--- config.mk ---
export PLATFORM = sky130hd
export DESIGN_NAME = ctrl_sequencer_flat
export DESIGN_NICKNAME = d
export VERILOG_FILES = /design/src/rtl/cpu_pkg.sv /design/src/rtl/ctrl_sequencer_if.sv /design/src/rtl/ctrl_sequencer_tstate_counter.sv /design/src/rtl/ctrl_sequencer.sv /design/src/flat_wrapper.sv
export SDC_FILE = /design/constraint.sdc
export NUM_CORES = 1
export LEC_CHECK = 0
export ABC_AREA = 1
export ABC_CLOCK_PERIOD_IN_PS = 2200
export CAP_MARGIN = 30
export CORE_ASPECT_RATIO = 0.8
export CORE_MARGIN = 10
export CORE_UTILIZATION = 25
export CTS_CLUSTER_DIAMETER = 80
export CTS_CLUSTER_SIZE = 24
export DETAILED_ROUTE_END_ITERATION = 6
export GPL_ROUTABILITY_DRIVEN = 0
export SETUP_SLACK_MARGIN = 0.3
export SLEW_MARGIN = 20
export SYNTH_ARGS = -nofsm -noshare
export SYNTH_HDL_FRONTEND = slang
export SYNTH_SLANG_ARGS = --single-unit
export TNS_END_PERCENT = 20
--- constraint.sdc ---
create_clock -name clk -period 2.2 [get_ports clk]
set_clock_uncertainty 0.05 [all_clocks]
set_input_delay 0.66 -clock clk [delete_from_list [all_inputs] [get_ports clk]]
set_output_delay 0.66 -clock clk [all_outputs]
set_load 0.05 [all_outputs]
--- src/rtl/cpu_pkg.sv ---
// Shared definitions for the 8-bit bus CPU: opcodes, T-state encoding and control-word bit map.
package cpu_pkg;

   localparam int unsigned OPW   = 4;
   localparam int unsigned NUM_T = 5;
   localparam int unsigned CW    = 15;
   localparam int unsigned TW    = 3;

   localparam logic [OPW-1:0] OP_NOP = 4'h0;
   localparam logic [OPW-1:0] OP_LDA = 4'h1;
   localparam logic [OPW-1:0] OP_ADD = 4'h2;
   localparam logic [OPW-1:0] OP_SUB = 4'h3;
   localparam logic [OPW-1:0] OP_STA = 4'h4;
   localparam logic [OPW-1:0] OP_LDI = 4'h5;
   localparam logic [OPW-1:0] OP_JMP = 4'h6;
   localparam logic [OPW-1:0] OP_JC  = 4'h7;
   localparam logic [OPW-1:0] OP_JZ  = 4'h8;
   localparam logic [OPW-1:0] OP_OUT = 4'hE;
   localparam logic [OPW-1:0] OP_HLT = 4'hF;

   typedef enum logic [TW-1:0] {
      T0 = 3'd0,
      T1 = 3'd1,
      T2 = 3'd2,
      T3 = 3'd3,
      T4 = 3'd4
   } tstate_e;

   localparam int unsigned B_PC_INC   = 0;
   localparam int unsigned B_PC_RD    = 1;
   localparam int unsigned B_PC_WR    = 2;
   localparam int unsigned B_MAR_WR   = 3;
   localparam int unsigned B_RAM_RD   = 4;
   localparam int unsigned B_RAM_WR   = 5;
   localparam int unsigned B_IR_WR    = 6;
   localparam int unsigned B_IR_RD    = 7;
   localparam int unsigned B_A_WR     = 8;
   localparam int unsigned B_A_RD     = 9;
   localparam int unsigned B_B_WR     = 10;
   localparam int unsigned B_ALU_RD   = 11;
   localparam int unsigned B_ALU_SUB  = 12;
   localparam int unsigned B_OUT_WR   = 13;
   localparam int unsigned B_FLAGS_WR = 14;

   // One-hot control-word mask for a single strobe.
   function automatic logic [CW-1:0] cbit(input int unsigned idx);
      return CW'(1) << idx;
   endfunction

endpackage

--- src/rtl/ctrl_sequencer_if.sv ---
// Sequencer-facing bundle: decoded inputs from IR/flags, strobes and status out.
interface ctrl_sequencer_if;
   import cpu_pkg::*;

   logic [OPW-1:0] opcode;
   logic           flag_c;
   logic           flag_z;
   logic [CW-1:0]  ctrl;
   logic           hlt;
   logic [TW-1:0]  tstate;

   modport master (
      input  opcode, flag_c, flag_z,
      output ctrl, hlt, tstate
   );

   modport slave (
      output opcode, flag_c, flag_z,
      input  ctrl, hlt, tstate
   );
endinterface

--- src/rtl/ctrl_sequencer_tstate_counter.sv ---
// T-state counter 0..NUM_T-1 with synchronous return to T0 and a hold for the halted state.
module tstate_counter
   import cpu_pkg::*;
(
   input  logic          clk,
   input  logic          clr,
   input  logic          done,
   input  logic          hold,
   output logic [TW-1:0] tstate
);

   logic [TW-1:0] tstate_q;
   logic [TW-1:0] tstate_d;

   // Out-of-range values always fall back to T0 so the sequencer self-recovers.
   always_comb begin
      tstate_d = tstate_q + TW'(1);
      if (done || (tstate_q >= TW'(NUM_T - 1))) begin
         tstate_d = '0;
      end else if (hold) begin
         tstate_d = tstate_q;
      end
   end

   always_ff @(posedge clk or posedge clr) begin
      if (clr) begin
         tstate_q <= '0;
      end else begin
         tstate_q <= tstate_d;
      end
   end

   assign tstate = tstate_q;

endmodule

--- src/rtl/ctrl_sequencer.sv ---
// Control sequencer: steps T-states, decodes the IR opcode and drives register strobes.
module ctrl_sequencer
   import cpu_pkg::*;
(
   input  logic              clk,
   input  logic              clr,
   ctrl_sequencer_if.master  bus
);

   logic [TW-1:0] tstate;
   logic          halted_q;
   logic          halted_d;
   logic [CW-1:0] ctrl_c;
   logic          done_c;
   logic          hlt_now_c;
   logic          hold_c;

   tstate_counter u_tstate_counter (
      .clk    (clk),
      .clr    (clr),
      .done   (done_c),
      .hold   (hold_c),
      .tstate (tstate)
   );

   // Decode of {opcode, tstate}; done_c marks the last active state of each instruction.
   always_comb begin
      ctrl_c    = '0;
      done_c    = 1'b0;
      hlt_now_c = 1'b0;
      if (!halted_q) begin
         case (tstate)
            T0: ctrl_c = cbit(B_PC_RD) | cbit(B_MAR_WR);
            T1: ctrl_c = cbit(B_RAM_RD) | cbit(B_IR_WR) | cbit(B_PC_INC);
            T2: begin
               case (bus.opcode)
                  OP_LDA, OP_ADD, OP_SUB, OP_STA: ctrl_c = cbit(B_IR_RD) | cbit(B_MAR_WR);
                  OP_LDI: begin
                     ctrl_c = cbit(B_IR_RD) | cbit(B_A_WR);
                     done_c = 1'b1;
                  end
                  OP_JMP: begin
                     ctrl_c = cbit(B_IR_RD) | cbit(B_PC_WR);
                     done_c = 1'b1;
                  end
                  OP_JC: begin
                     if (bus.flag_c) ctrl_c = cbit(B_IR_RD) | cbit(B_PC_WR);
                     done_c = 1'b1;
                  end
                  OP_JZ: begin
                     if (bus.flag_z) ctrl_c = cbit(B_IR_RD) | cbit(B_PC_WR);
                     done_c = 1'b1;
                  end
                  OP_OUT: begin
                     ctrl_c = cbit(B_A_RD) | cbit(B_OUT_WR);
                     done_c = 1'b1;
                  end
                  OP_HLT: hlt_now_c = 1'b1;
                  default: done_c = 1'b1;
               endcase
            end
            T3: begin
               case (bus.opcode)
                  OP_LDA: begin
                     ctrl_c = cbit(B_RAM_RD) | cbit(B_A_WR);
                     done_c = 1'b1;
                  end
                  OP_ADD, OP_SUB: ctrl_c = cbit(B_RAM_RD) | cbit(B_B_WR);
                  OP_STA: begin
                     ctrl_c = cbit(B_A_RD) | cbit(B_RAM_WR);
                     done_c = 1'b1;
                  end
                  default: done_c = 1'b1;
               endcase
            end
            T4: begin
               case (bus.opcode)
                  OP_ADD: ctrl_c = cbit(B_ALU_RD) | cbit(B_A_WR) | cbit(B_FLAGS_WR);
                  OP_SUB: ctrl_c = cbit(B_ALU_RD) | cbit(B_A_WR) | cbit(B_FLAGS_WR)
                                 | cbit(B_ALU_SUB);
                  default: ctrl_c = '0;
               endcase
               done_c = 1'b1;
            end
            default: done_c = 1'b1;
         endcase
      end
   end

   assign hold_c   = halted_q | hlt_now_c;
   assign halted_d = halted_q | hlt_now_c;

   always_ff @(posedge clk or posedge clr) begin
      if (clr) begin
         halted_q <= 1'b0;
      end else begin
         halted_q <= halted_d;
      end
   end

   // clr gates the strobes immediately, ahead of the async state reset settling.
   assign bus.ctrl   = clr ? '0 : ctrl_c;
   assign bus.hlt    = clr ? 1'b0 : hold_c;
   assign bus.tstate = tstate;

endmodule

--- src/flat_wrapper.sv ---
// flat-port wrapper written by rule: the top's interface ports become plain ports
module ctrl_sequencer_flat import cpu_pkg::*;
  (clk, clr, bus_opcode, bus_flag_c, bus_flag_z, bus_ctrl, bus_hlt, bus_tstate);
  ctrl_sequencer_if bus_i ();
  input  logic clk;
  input  logic clr;
  input wire logic [$bits(bus_i.opcode)-1:0] bus_opcode;
  input wire logic [$bits(bus_i.flag_c)-1:0] bus_flag_c;
  input wire logic [$bits(bus_i.flag_z)-1:0] bus_flag_z;
  output wire logic [$bits(bus_i.ctrl)-1:0] bus_ctrl;
  output wire logic [$bits(bus_i.hlt)-1:0] bus_hlt;
  output wire logic [$bits(bus_i.tstate)-1:0] bus_tstate;
  assign bus_i.opcode = bus_opcode;
  assign bus_i.flag_c = bus_flag_c;
  assign bus_i.flag_z = bus_flag_z;
  assign bus_ctrl = bus_i.ctrl;
  assign bus_hlt = bus_i.hlt;
  assign bus_tstate = bus_i.tstate;
  ctrl_sequencer u_core (.clk(clk), .clr(clr), .bus(bus_i));
endmodule
## Yosys cells after proc, flatten, opt, wreduce, memory -nomap -nowiden

Index checks and enable logic that the tools add are counted.

- Flip-flop bits (word level): 4
- Bits in latches: 0
- Bits in writable memories: 0
- Memory bits (read-only): 0
- Input port bits: 8
- Output and inout bits: 19
- Memories kept: 0

- Add/sub/neg operators: 1
- Multipliers: 0
- Divide/modulo/power cells: 0
- Order comparisons: 1
- Equal/unequal tests: 15
- Shift-type cells: 0
- Mux-type cells: 18
- Bitwise operators: 1
- Reductions and logical operators: 6

Operators with widths:

| cell | number |
|---|---|
| $pmux W15 S6 | 1 |
| $pmux W15 S5 | 1 |
| $pmux W11 S3 | 1 |
| $mux W15 | 2 |
| $pmux W15 S2 | 1 |
| $eq A4 B3 Y1 const B | 4 |
| $mux W8 | 2 |
| $eq A4 B4 Y1 const B | 3 |
| $eq A4 B2 Y1 const B | 2 |
| $mux W1 | 7 |
| $eq A3 B2 Y1 const B | 2 |
| $mux W3 | 2 |
| $reduce_or A5 Y1 | 1 |
| $eq A4 B1 Y1 const B | 1 |
| $reduce_or A2 Y1 | 2 |
| $reduce_or A4 Y1 | 1 |
| $add A3 B1 Y3 const B | 1 |
| $eq A3 B1 Y1 const B | 1 |
| $eq A3 B3 Y1 const B | 1 |
| $ge A3 B3 Y1 const B | 1 |
| $logic_not A3 Y1 | 1 |
| $pmux W1 S3 | 1 |
| $ne A2 B2 Y1 const B | 1 |
| $logic_or A1 B1 Y1 | 1 |
| $or A1 B1 Y1 | 1 |

## Depth between registers and ports, before layout

Gate-level depths: netlist (run 1).

- Word-level depth: 7
- Gate-level depth with buffers: 10

## Cells and area by module

From an unflattened synthesis (run 1), not the netlist that was laid out.

- Cell total of the unflattened synthesis: 101
- Area, all modules: 528.0 µm²

Modules (own cells, without submodules):

| module | times used | cells an instance | area an instance (µm²) |
|---|---|---|---|
| ctrl_sequencer | 1 | 82 | 379.1 |
| tstate_counter | 1 | 19 | 148.9 |

## Worst setup path after synthesis (run 1)

Ideal clock, no wire load.

- Kind: register -> output
- Start point: reg u_core.u_tstate_counter.tstate_q[1] (netlist: u_core.u_tstate_counter.tstate[1])
- End point: out bus_ctrl[12]
- Arrival time: 2.267 ns
- Required time: 1.490 ns
- Path slack: -0.777 ns
- Cell stages (with the launch flop): 6
- Path buffers: 0
- Cells stage by stage: dfrtp_1 > ha_1 > nand2_4 > nand2_1 > o21ai_2 > nor3_1

- Cells in the longest elaborated chain, start to end: 4

RTL lines:

| element | RTL line | source |
|---|---|---|
| start, declared | ctrl_sequencer_tstate_counter.sv:12 | `logic [TW-1:0] tstate_q;` |
| start signal, assigned | ctrl_sequencer_tstate_counter.sv:29 | `tstate_q <= tstate_d;` |
| $eq A3 B3 Y1, or another cell as far along | ctrl_sequencer.sv:32 | `case (tstate)` |
| $pmux W15 S5 (*) | ctrl_sequencer.sv:32 |  |
| $mux W15 (*) | ctrl_sequencer.sv:31 | `if (!halted_q) begin` |
| $mux W15 (*) | ctrl_sequencer.sv:102 | `assign bus.ctrl = clr ? '0 : ctrl_c;` |
| end, declared | flat_wrapper.sv:10 | `output wire logic [$bits(bus_i.ctrl)-1:0] bus_ctrl;` |

Mark *: on every way between the ends. The rest lies on a longest branch, timed or not.

## Worst setup path in the final report (run 1)

- Start point: reg u_core.u_tstate_counter.tstate_q[1] (netlist: u_core.u_tstate_counter.tstate[1])
- End point: out bus_ctrl[9]

The elaborated chain is that of the path after synthesis.

==> results.md, run 1 <==
* Outcome: complete, but fails checks
* Failing checks: negative setup slack
* Post-synth EDFFs at 0
* Pwr Density at 174 mW/mm^2
* Power consumption at 0.247 mW
* Global route hottest layer: met2
* Synth Area in Simple Gates at 46.9%
* Leakage at between 0.5 and 0.6 nW
* Cell Count Post-Placement at between 150 and 200
* Top FF cell, synth: dfrtp_1
* Multi-input gate area at 607 um^2
* Synth Area in Adders at a little over a tenth
* Clk buf depth at 2
* Diode count at 0
* Register area share after synthesis at around 17%
* Buffers on Ports at 26
* Hpwl dp at between 1500 and 2000 um
* Crit Path Max Fanout at 8
* Pre-CTS WS at -0.604 ns
* Yosys reg bits at 4
* Worst Hold Class: in -> async
* Die H at 63.3 um
* Ys async rst share at 100%
* Mapped Cells at between 90 and 100
* DR iter-0 viols at 5
* Non-Filler Instances at roughly 170
* Unrepaired setup endpoints after global routing: true
* Antenna violations before repair at 0
* CTS tree: built
* Grt ovf at 0
* Final layout net count at approximately 150
* CTS Sinks at 4
* Met2 usage at 14.1%
* Cell chain of the critical path: inv_2 > ha_4 > a21o_1 > o21ai_4 > buf_12 > o22ai_2 > buf_12
* Reg2reg path depth at 11
* Max_cap viols at 0
* Cell mode on critical path: buf_12
* VDD IR max at around 0.23 mV
* Vias in the first global route at slightly below 800
* Via count at ~730
* Register Area at around 100 um^2
* Setup WS post-layout at -0.129 ns
* Initial Util at between 20% and 30%
* Post-Synth XOR/XNOR Area at under 10%
* Mapped cell area at approximately 590 um^2
* CTS clk-pin slew, worst paths at approximately 0.04 ns
* TritonCTS Buffers at 3
* Chip Width at 74.2 um
* Vias/cell at 4.43
* H-tree Lvls at 1
* DRC Markers at 0
* Synth-to-Final Area Change at 142%
* Area after DPL at about 0.0013 mm^2
* Setup crit end kind: primary output
* Synth Area per Inst at roughly 6.4 um^2
* Pin count of the biggest net entering global routing at 9
* Final instance area at about 0.0014 mm^2
* Row count at 15
* Worst skew pair latency at between 0.2 and 0.25 ns
* Mapped Nets at 105
* Startpoint Class: flip-flop
* Final worst path period share at 106%
* Slew HR at between 80% and 90%
* GR Util met3 at around 3.1%
* Die Area at 0.00470 mm^2
* Post-synthesis compound-gate area fraction at about a tenth
* WHS at ~0.52 ns
* Fillcell total at 197
* Critical Path AT at 1.62 ns
* Min Tclk post-route at 2.33 ns
* TritonRoute pass-1 iters at 4
* Setup Crit Path Kind: reg -> out
* Worst-Margin Slew at around 0.28 ns
* Post-synth cell types at 24
* Synthesis warning total at 0
* WL/cell at 12.4 um
* Crit-path max cell delay at between 0.4 and 0.5 ns
* Largest family of logic cells by synthesized area: simple AND/OR/NAND/NOR gates
* Final wirelength at 2050 um
* Req. time, crit path at about 1.5 ns
* Fmax at 429 MHz
* Final hold viol count at 0
* Setup violations, final at 13
* Mux share of post-synthesis cell area at 0%
* GRT Total Usage at 8.76%
* First-pass GRT wire length at between 3000 and 4000 um
* Post-DRT Antenna Nets at 0
* Ports at 27
* Layout cells sized above 1 at a little under 70%
* GR Util met1 at 10.1%
* Slowest CP cell: dfrtp_2
* Core Area at around 0.0022 mm^2
* Final number of max-transition violations at 0
* Clk root buf: clkbuf_4
-- cells in the mapped netlist (2+ instances only) --
library cell / instances / area share (%)
a21oi_1: 4 / 3.4
nor2_1: 17 / 11
nand2_1: 16 / 10
nor3_1: 2 / 1.7
nand2_2: 4 / 4.3
ha_1: 5 / 11
dfrtp_1: 4 / 17
buf_4: 2 / 2.6
inv_1: 11 / 7.0
nand2_4: 2 / 3.8
inv_2: 3 / 1.9
nor2_2: 3 / 3.2
nand4_1: 5 / 5.3
nor2_4: 2 / 3.8
nand3_1: 3 / 2.6
-- flip-flops by register name, indices dropped and copies added (netlist names) --
register,flops
u_core.u_tstate_counter.tstate,3
u_core.halted_q,1
-- layer usage --
layer	vias up	routed length (um)
li1	386	-
met5	-	0
met3	0	175
met2	19	1030
met4	0	0
met1	326	842
-- cells by family (layout without fill, tap and decap cells) --
kind of cell	after synthesis	count (layout)
DFF	4	4
and+or+nand+nor	55	55
xor gates and xnor gates	1	1
AOI/OAI and AO/OA	10	10
adders and majority gates	5	5
buffers and inverters	17	65
-- timing repair --
item,4_1_cts,5_1_grt
pin swaps,11,4
hold buffers,0,0
resized for setup,54,1
buffers inserted,3,0
gates cloned,0,0
setup endpoints to repair,19,16
-- cells in the final DEF, fill, tap and decap left out, types with 2 or more instances in the layout --
cell type	Yosys	routed
buf_4	2	23
buf_12	0	17
nand2_1	16	13
nor2_4	2	8
nor2_2	3	7
nor2_1	17	7
inv_2	3	6
inv_1	11	6
nand2_2	4	5
nand4_1	5	5
nand2_4	2	4
a21oi_4	0	3
ha_4	0	3
clkbuf_4	0	3
dfrtp_2	0	3
inv_4	0	2
nand3_1	3	2
ha_2	0	2
dlygate4sd2_1	0	2
buf_6	1	2
buf_8	0	2
-- through the flow --
stage / utilization, % / TNS (ns)
floorplan: - / -1.32
global placement: 57.0 / -7.07
detailed placement: 57.0 / -7.35
CTS: 64.6 / -1.26
global route: 64.7 / -2.33
finish: 64.7 / -1.01
-- critical path, delay by kind of cell (launching register included) --
family                     cells  cell delay [ns]
AOI/OAI and AO/OA              3             0.40
adders and majority gates      1             0.16
buffers and inverters          3             0.39
DFF                            1             0.42
-- layout make-up --
cell class                      instances  area share, %
Multi-Input combinational cell         71           42.7
Timing Repair Buffer                   47           41.9
Sequential cell                         4           7.31
Inverter                               14           4.05
Tap cell                               25           2.20
Clock buffer                            4           1.85
-- where the power goes --
part	total (mW)	leakage (nW)	internal (mW)	switching (mW)
combinational	0.0732	0.523	0.0362	0.0369
sequential	0.0739	0.0457	0.0739	0
clock	0.0996	0.0150	0.0682	0.0315
total	0.247	0.583	0.178	0.0684
-- worst paths after layout --
| kind | slack [ns] | from | endpoint |
|---|---|---|---|
| worst max register to register | 0.55 | u_core.u_tstate_counter.tstate[1] | u_core.u_tstate_counter.tstate[2] |
| worst min register to register | 0.58 | u_core.u_tstate_counter.tstate[2] | u_core.u_tstate_counter.tstate[1] |
| worst min-delay path | 0.52 | clr | u_core.u_tstate_counter.tstate[1] |
| min in group clk | 0.58 | u_core.u_tstate_counter.tstate[2] | u_core.u_tstate_counter.tstate[1] |
| worst max-delay path | -0.13 | u_core.u_tstate_counter.tstate[1] | bus_ctrl[9] |
| max in group asynchronous | 1.41 | clr | u_core.u_tstate_counter.tstate[2] |
Power figures use the tool's default switching activity.
==> run 2: changes to the inputs <==
--- a/config.mk
+++ b/config.mk
@@ -14,7 +14,7 @@
 export CTS_CLUSTER_DIAMETER = 80
 export CTS_CLUSTER_SIZE = 24
 export DETAILED_ROUTE_END_ITERATION = 6
-export GPL_ROUTABILITY_DRIVEN = 0
+export DONT_BUFFER_PORTS = 1
 export SETUP_SLACK_MARGIN = 0.3
 export SLEW_MARGIN = 20
 export SYNTH_ARGS = -nofsm -noshare
==> results.md, run 2 (same netlist as run 1, synthesis figures left out) <==
* Diode count at 0 (unchanged)
* Reg2reg end: u_core.u_tstate_counter.tstate[2]
* Buf/Inv on CP at 3 (unchanged)
* Worst skew pair latency at 0.23 ns (about the same)
* Vias/cell at 4.81 (+8.6%)
* Via count at 683 (-6.6%)
* Outcome: complete, but fails checks
* Slew HR at 77.3% (-4.0 points)
* Setup WS post-layout at -0.132 ns (-0.00298 ns)
* Fmax at 429 MHz (-0.13%)
* Row count at 15 (unchanged)
* TritonRoute pass-1 iters at 4 (unchanged)
* Die H at 63.3 um (unchanged)
* Layout cells sized above 1 at 59.8% (-9.5 points)
* Commonest non-fill, non-tap cells in the layout: nand2_1 (14), buf_12 (14), inv_1 (9), nor2_1 (8), buf_4 (8)
* Clk root buf: clkbuf_4
* TritonCTS Buffers at 3 (unchanged)
* Core Area at 0.00220 mm^2 (unchanged)
* GPL Wtd Cong at around 0.90
* Synth-to-Final Area Change at 103%
* Non-Filler Instances at 142 (-14%)
* Req. time, crit path at 1.49 ns (about the same)
* Worst Hold Class: in -> async
* Final number of max-transition violations at 0 (unchanged)
* CTS tree: built
* Reg2reg path depth at 9 (-2)
* CTS clk-pin slew, worst paths at 0.04 ns (about the same)
* Final hold viol count at 0 (unchanged)
* Slowest CP cell: dfrtp_2
* Failing checks: negative setup slack
* Pre-CTS WS at 0.00682 ns (+0.611 ns)
* Min Tclk post-route at 2.33 ns (+0.00298 ns)
* Setup violations, final at 11 (-2)
* Final wirelength at 1820 um (-11%)
* Unrepaired setup endpoints after global routing: true
* Final layout net count at 131 (-15%)
* Ports at 27 (unchanged)
* CP delay by family, top: flip-flops
* DR iter-0 viols at 15 (+10)
* CTS Sinks at 4 (unchanged)
* Worst r2r src: u_core.u_tstate_counter.tstate[0]
* Final worst path period share at 106% (+0.14 points)
* Chip Width at 74.2 um (unchanged)
* Setup Crit Path Kind: reg -> out
* Critical Path AT at 1.62 ns (about the same)
* Worst-Margin Slew at 0.337 ns (+0.0565 ns)
* H-tree Lvls at 1 (unchanged)
* Grt ovf at 0 (unchanged)
* Post-DRT Antenna Nets at 0 (unchanged)
* Post-layout util at 54.4% (-10 points)
* VDD IR max at 0.179 mV (-21%)
* Pwr Density at 170 mW/mm^2 (-1.9%)
* Leakage at 0.461 nW (-21%)
* Max reg flops at 3 (unchanged)
* Vias in the first global route at 732 (-6.3%)
* Startpoint Class: flip-flop
* Antenna violations before repair at 0 (unchanged)
* Clk buf depth at 2 (unchanged)
* Die Area at 0.00470 mm^2 (unchanged)
* Max_cap viols at 0 (unchanged)
* Cell chain of the critical path: inv_4 > ha_4 > nand2_4 > nand2_4 > o21ai_4 > buf_12 > o22ai_4 > buf_12
* Crit Path Max Fanout at 8 (unchanged)
* Cell Count Post-Placement at 135 (-15%)
* WL/cell at 12.8 um (+3.2%)
* DRC Markers at 0 (unchanged)
* GRT Total Usage at 7.81% (-0.96 points)
* Buffers on Ports at 0 (-100%)
* R2r setup slk at 0.60 ns (+0.05 ns)
* Initial Util at 26.7% (unchanged)
* Setup crit end kind: primary output
* First-pass GRT wire length at 3130 um (-10%)
* Crit-path max cell delay at 0.45 ns (+0.03 ns)
* Fillcell total at 208 (+5.6%)
* Hpwl dp at 1580 um (-9.2%)
* Pin count of the biggest net entering global routing at 10 (+1)
run 2: timing repair:
item | 4_1_cts | 5_1_grt
setup buffers | 1 | 2
pin swaps | 5 | 6
hold buffers | 0 | 0
cloned | 0 | 0
resized for setup | 12 | 8
setup endpoints to repair | 16 | 16
run 2: cell type report:
cell class                 instances  area [um^2]  area share, %
multi-input combinational         71          609           51.0
sequential                         4          104           8.70
clock buffer                       4         26.3           2.20
inverter                          14         60.1           5.03
timing repair buffer              24          363           30.4
tap                               25         31.3           2.62
run 2: where the power goes:
group          internal [mW]  switching (mW)
clock                 0.0679          0.0276
combinational         0.0130          0.0211
sequential            0.0740               0
run 2: worst max-delay path by stage:
stage | from | endpoint | slack [ns] | cells after the start
6_report | u_core.u_tstate_counter.tstate[0] | bus_ctrl[9] | -0.13 | 8
5_1_grt | u_core.u_tstate_counter.tstate[0] | bus_ctrl[8] | -0.22 | 7
4_1_cts | u_core.u_tstate_counter.tstate[0] | bus_ctrl[9] | -0.15 | 7
3_5_place_dp | bus_opcode[3] | bus_ctrl[7] | 0.007 | 8
3_3_place_gp | bus_opcode[3] | bus_ctrl[7] | 0.03 | 8
2_1_floorplan | u_core.u_tstate_counter.tstate[0] | bus_ctrl[14] | -0.19 | 6
run 2: through the flow:
stage	hold WS [ns]	power (mW)	instance area (um^2)	TNS [ns]
after CTS	0.151	0.206	1150	-1.36
after global placement	0.385	0.106	1040	0
final	0.150	0.204	1190	-1.17
after global routing	0.144	0.222	1190	-2.13
after detailed placement	0.396	0.107	1040	0
after floorplan	0.376	0.101	703	-1.32
run 2: worst reg2reg max path, cell delays in order, from the launching register on:
cell     delay (ns)
dfrtp_2        0.45
inv_4          0.07
ha_4           0.16
nand2_4        0.09
inv_4          0.05
buf_4          0.13
nand2_2        0.12
nand2_4        0.07
or2_0          0.20
nor2_1         0.12
run 2: routing by layer:
layer | GRT usage [%] | vias up | wire, um
met5 | 0 | - | 0
met4 | 3.02 | 0 | 14
met3 | 3.44 | 2 | 221
met2 | 12.8 | 25 | 873
met1 | 8.53 | 312 | 711
li1 | - | 344 | -
==> run 3: changes to the inputs <==
--- a/config.mk
+++ b/config.mk
@@ -11,11 +11,12 @@
 export CORE_ASPECT_RATIO = 0.8
 export CORE_MARGIN = 10
 export CORE_UTILIZATION = 25
+export CTS_BUF_LIST = sky130_fd_sc_hd__clkbuf_16
 export CTS_CLUSTER_DIAMETER = 80
 export CTS_CLUSTER_SIZE = 24
 export DETAILED_ROUTE_END_ITERATION = 6
 export DONT_BUFFER_PORTS = 1
-export SETUP_SLACK_MARGIN = 0.3
+export SETUP_SLACK_MARGIN = 0.5
 export SLEW_MARGIN = 20
 export SYNTH_ARGS = -nofsm -noshare
 export SYNTH_HDL_FRONTEND = slang
==> results.md, run 3 (same netlist as run 1, synthesis figures left out) <==
* GRT Total Usage at 8.03% (+0.22 points)
* Min Tclk post-route at 2.32 ns (-0.0116 ns)
* Max_cap viols at 0 (unchanged)
* Die Area at 0.00470 mm^2 (unchanged)
* Crit Path Max Fanout at 8 (unchanged)
* Final wirelength at 1850 um (+1.4%)
* Met2 usage at 13.1% (+0.32 points)
* Buffers on Ports at 0 (unchanged)
* Final layout net count at 131 (unchanged)
* Clk root buf: clkbuf_16
* Fillcell total at 193 (-7.2%)
* VDD IR max at 0.450 mV (+150%)
* Post-route setup TNS at -0.911 ns (+0.258 ns)
* Leakage at 0.487 nW (+5.6%)
* Die H at 63.3 um (unchanged)
* Layout cells sized above 1 at 59.8% (unchanged)
* Slowest CP cell: dfrtp_2
* Global route hottest layer: met2
* Final hold viol count at 0 (unchanged)
* Vias/cell at 4.94 (+2.6%)
* Row count at 15 (unchanged)
* GR Util met3 at 4.07% (+0.63 points)
* Vias in the first global route at 736 (+0.55%)
* CTS clk-pin slew, worst paths at 0.03 ns (about the same)
* GPL Wtd Cong at 0.895 (unchanged)
* WHS at 0.158 ns (+0.00712 ns)
* Worst Hold Class: in -> async
* Core Area at 0.00220 mm^2 (unchanged)
* Critical Path AT at 1.61 ns (about the same)
* GR Util met1 at 8.54% (about the same)
* Diode count at 0 (unchanged)
* TritonCTS Buffers at 3 (unchanged)
* Setup violations, final at 11 (unchanged)
* Post-DRT Antenna Nets at 0 (unchanged)
* Fmax at 431 MHz (+0.50%)
* Failing checks: negative setup slack
* Crit-path max cell delay at 0.44 ns (about the same)
* Cell chain of the critical path: inv_4 > ha_4 > nand2_4 > nand2_4 > o21ai_4 > buf_12 > o22ai_4 > buf_12
* Pin count of the biggest net entering global routing at 10 (unchanged)
* Commonest non-fill, non-tap cells in the layout: nand2_1 (14), buf_12 (14), inv_1 (10), nor2_1 (8), buf_4 (8)
* TritonRoute pass-1 iters at 4 (unchanged)
* Hpwl dp at 1580 um (unchanged)
* Worst-Margin Slew at 0.340 ns (+0.00337 ns)
* Setup WS post-layout at -0.121 ns (+0.0116 ns)
* Clk buf depth at 2 (unchanged)
* Initial Util at 26.7% (unchanged)
* Unrepaired setup endpoints after global routing: true
* Req. time, crit path at 1.49 ns (about the same)
* DR iter-0 viols at 13 (-2)
* Via count at 701 (+2.6%)
* Outcome: complete, but fails checks
* Startpoint Class: flip-flop
* Setup crit end kind: primary output
* Final number of max-transition violations at 0 (unchanged)
* WL/cell at 13.0 um (+1.4%)
* Chip Width at 74.2 um (unchanged)
* Max reg flops at 3 (unchanged)
* First-pass GRT wire length at 3180 um (+1.5%)
* Ports at 27 (unchanged)
* Synth-to-Final Area Change at 112%
* Pwr Density at 316 mW/mm^2 (+85%)
* Post-layout util at 56.8% (+2.4 points)
* CTS tree: built
* Slew HR at 77.1% (-0.23 points)
* Worst skew pair latency at 0.22 ns (about the same)
* Antenna violations before repair at 0 (unchanged)
* Setup Crit Path Kind: reg -> out
* H-tree Lvls at 1 (unchanged)
* DRC Markers at 0 (unchanged)
* CTS Sinks at 4 (unchanged)
* Grt ovf at 0 (unchanged)
* Final worst path period share at 105% (-0.53 points)
* Pre-CTS WS at 0.00682 ns (unchanged)
-- run 3: cell count changes in the layout (fill, tap and decap cells not counted) --
cell | previous run | this run
clkbuf_1 | 1 | 0
clkbuf_4 | 3 | 0
inv_1 | 9 | 10
clkbuf_16 | 0 | 3
-- run 3: area by class of cell --
cell class,instances,area (um^2),area share [%]
clock buffers,3,75.1,6.02
flip-flops and latches,4,104,8.33
repair buffers,24,363,29.1
multi-input cells,71,609,48.9
inverters,14,60.1,4.82
well taps,25,31.3,2.51
clock inverters,1,3.75,0.301
-- run 3: power breakdown --
part           switching, mW  total, mW  leakage (nW)  internal [mW]
sequential                 0     0.0741        0.0457         0.0741
clock                 0.0508      0.285        0.0423          0.234
combinational         0.0212     0.0342         0.399         0.0130
total                 0.0720      0.394         0.487          0.322
-- run 3: path summary, 6_finish.rpt --
kind                                                    from                                 to  slack (ns)  cells after the start
setup / recovery           u_core.u_tstate_counter.tstate[0]                        bus_ctrl[9]       -0.12                      8
hold / removal                                           clr  u_core.u_tstate_counter.tstate[0]        0.16                      1
setup reg to reg           u_core.u_tstate_counter.tstate[0]  u_core.u_tstate_counter.tstate[2]        0.67                     10
hold reg to reg                              u_core.halted_q                    u_core.halted_q        0.58                      2
max in group asynchronous                                clr  u_core.u_tstate_counter.tstate[2]        1.77                      1
min in group clk                             u_core.halted_q                    u_core.halted_q        0.58                      2
-- run 3: what timing repair did --
item                                    4_1_cts  5_1_grt
endpoints found under the setup margin       16       19
hold buffers                                  0        0
pin swaps                                     7        3
buffers inserted                              2        1
gates resized for setup                      16        4
-- run 3: per-stage QoR --
stage	area (um^2)	power (mW)	std cells
2_1_floorplan	703	0.101	92
3_3_place_gp	1040	0.106	135
3_5_place_dp	1040	0.107	135
4_1_cts	1220	0.397	141
5_1_grt	1250	0.411	142
6_report	1250	0.394	142
-- run 3: critical path, delay by kind of cell (launching register included) --
kind / cells / cell delay (ns)
buf+inv: 3 / 0.38
fa+ha+maj: 1 / 0.16
flops: 1 / 0.44
compound gates: 2 / 0.23
simple gates: 2 / 0.15
-- run 3: metal layers --
layer | wire length [um] | vias to the layer above
met3 | 244 | 6
li1 | - | 344
met1 | 692 | 318
met4 | 36 | 0
met2 | 871 | 33
met5 | 0 | -
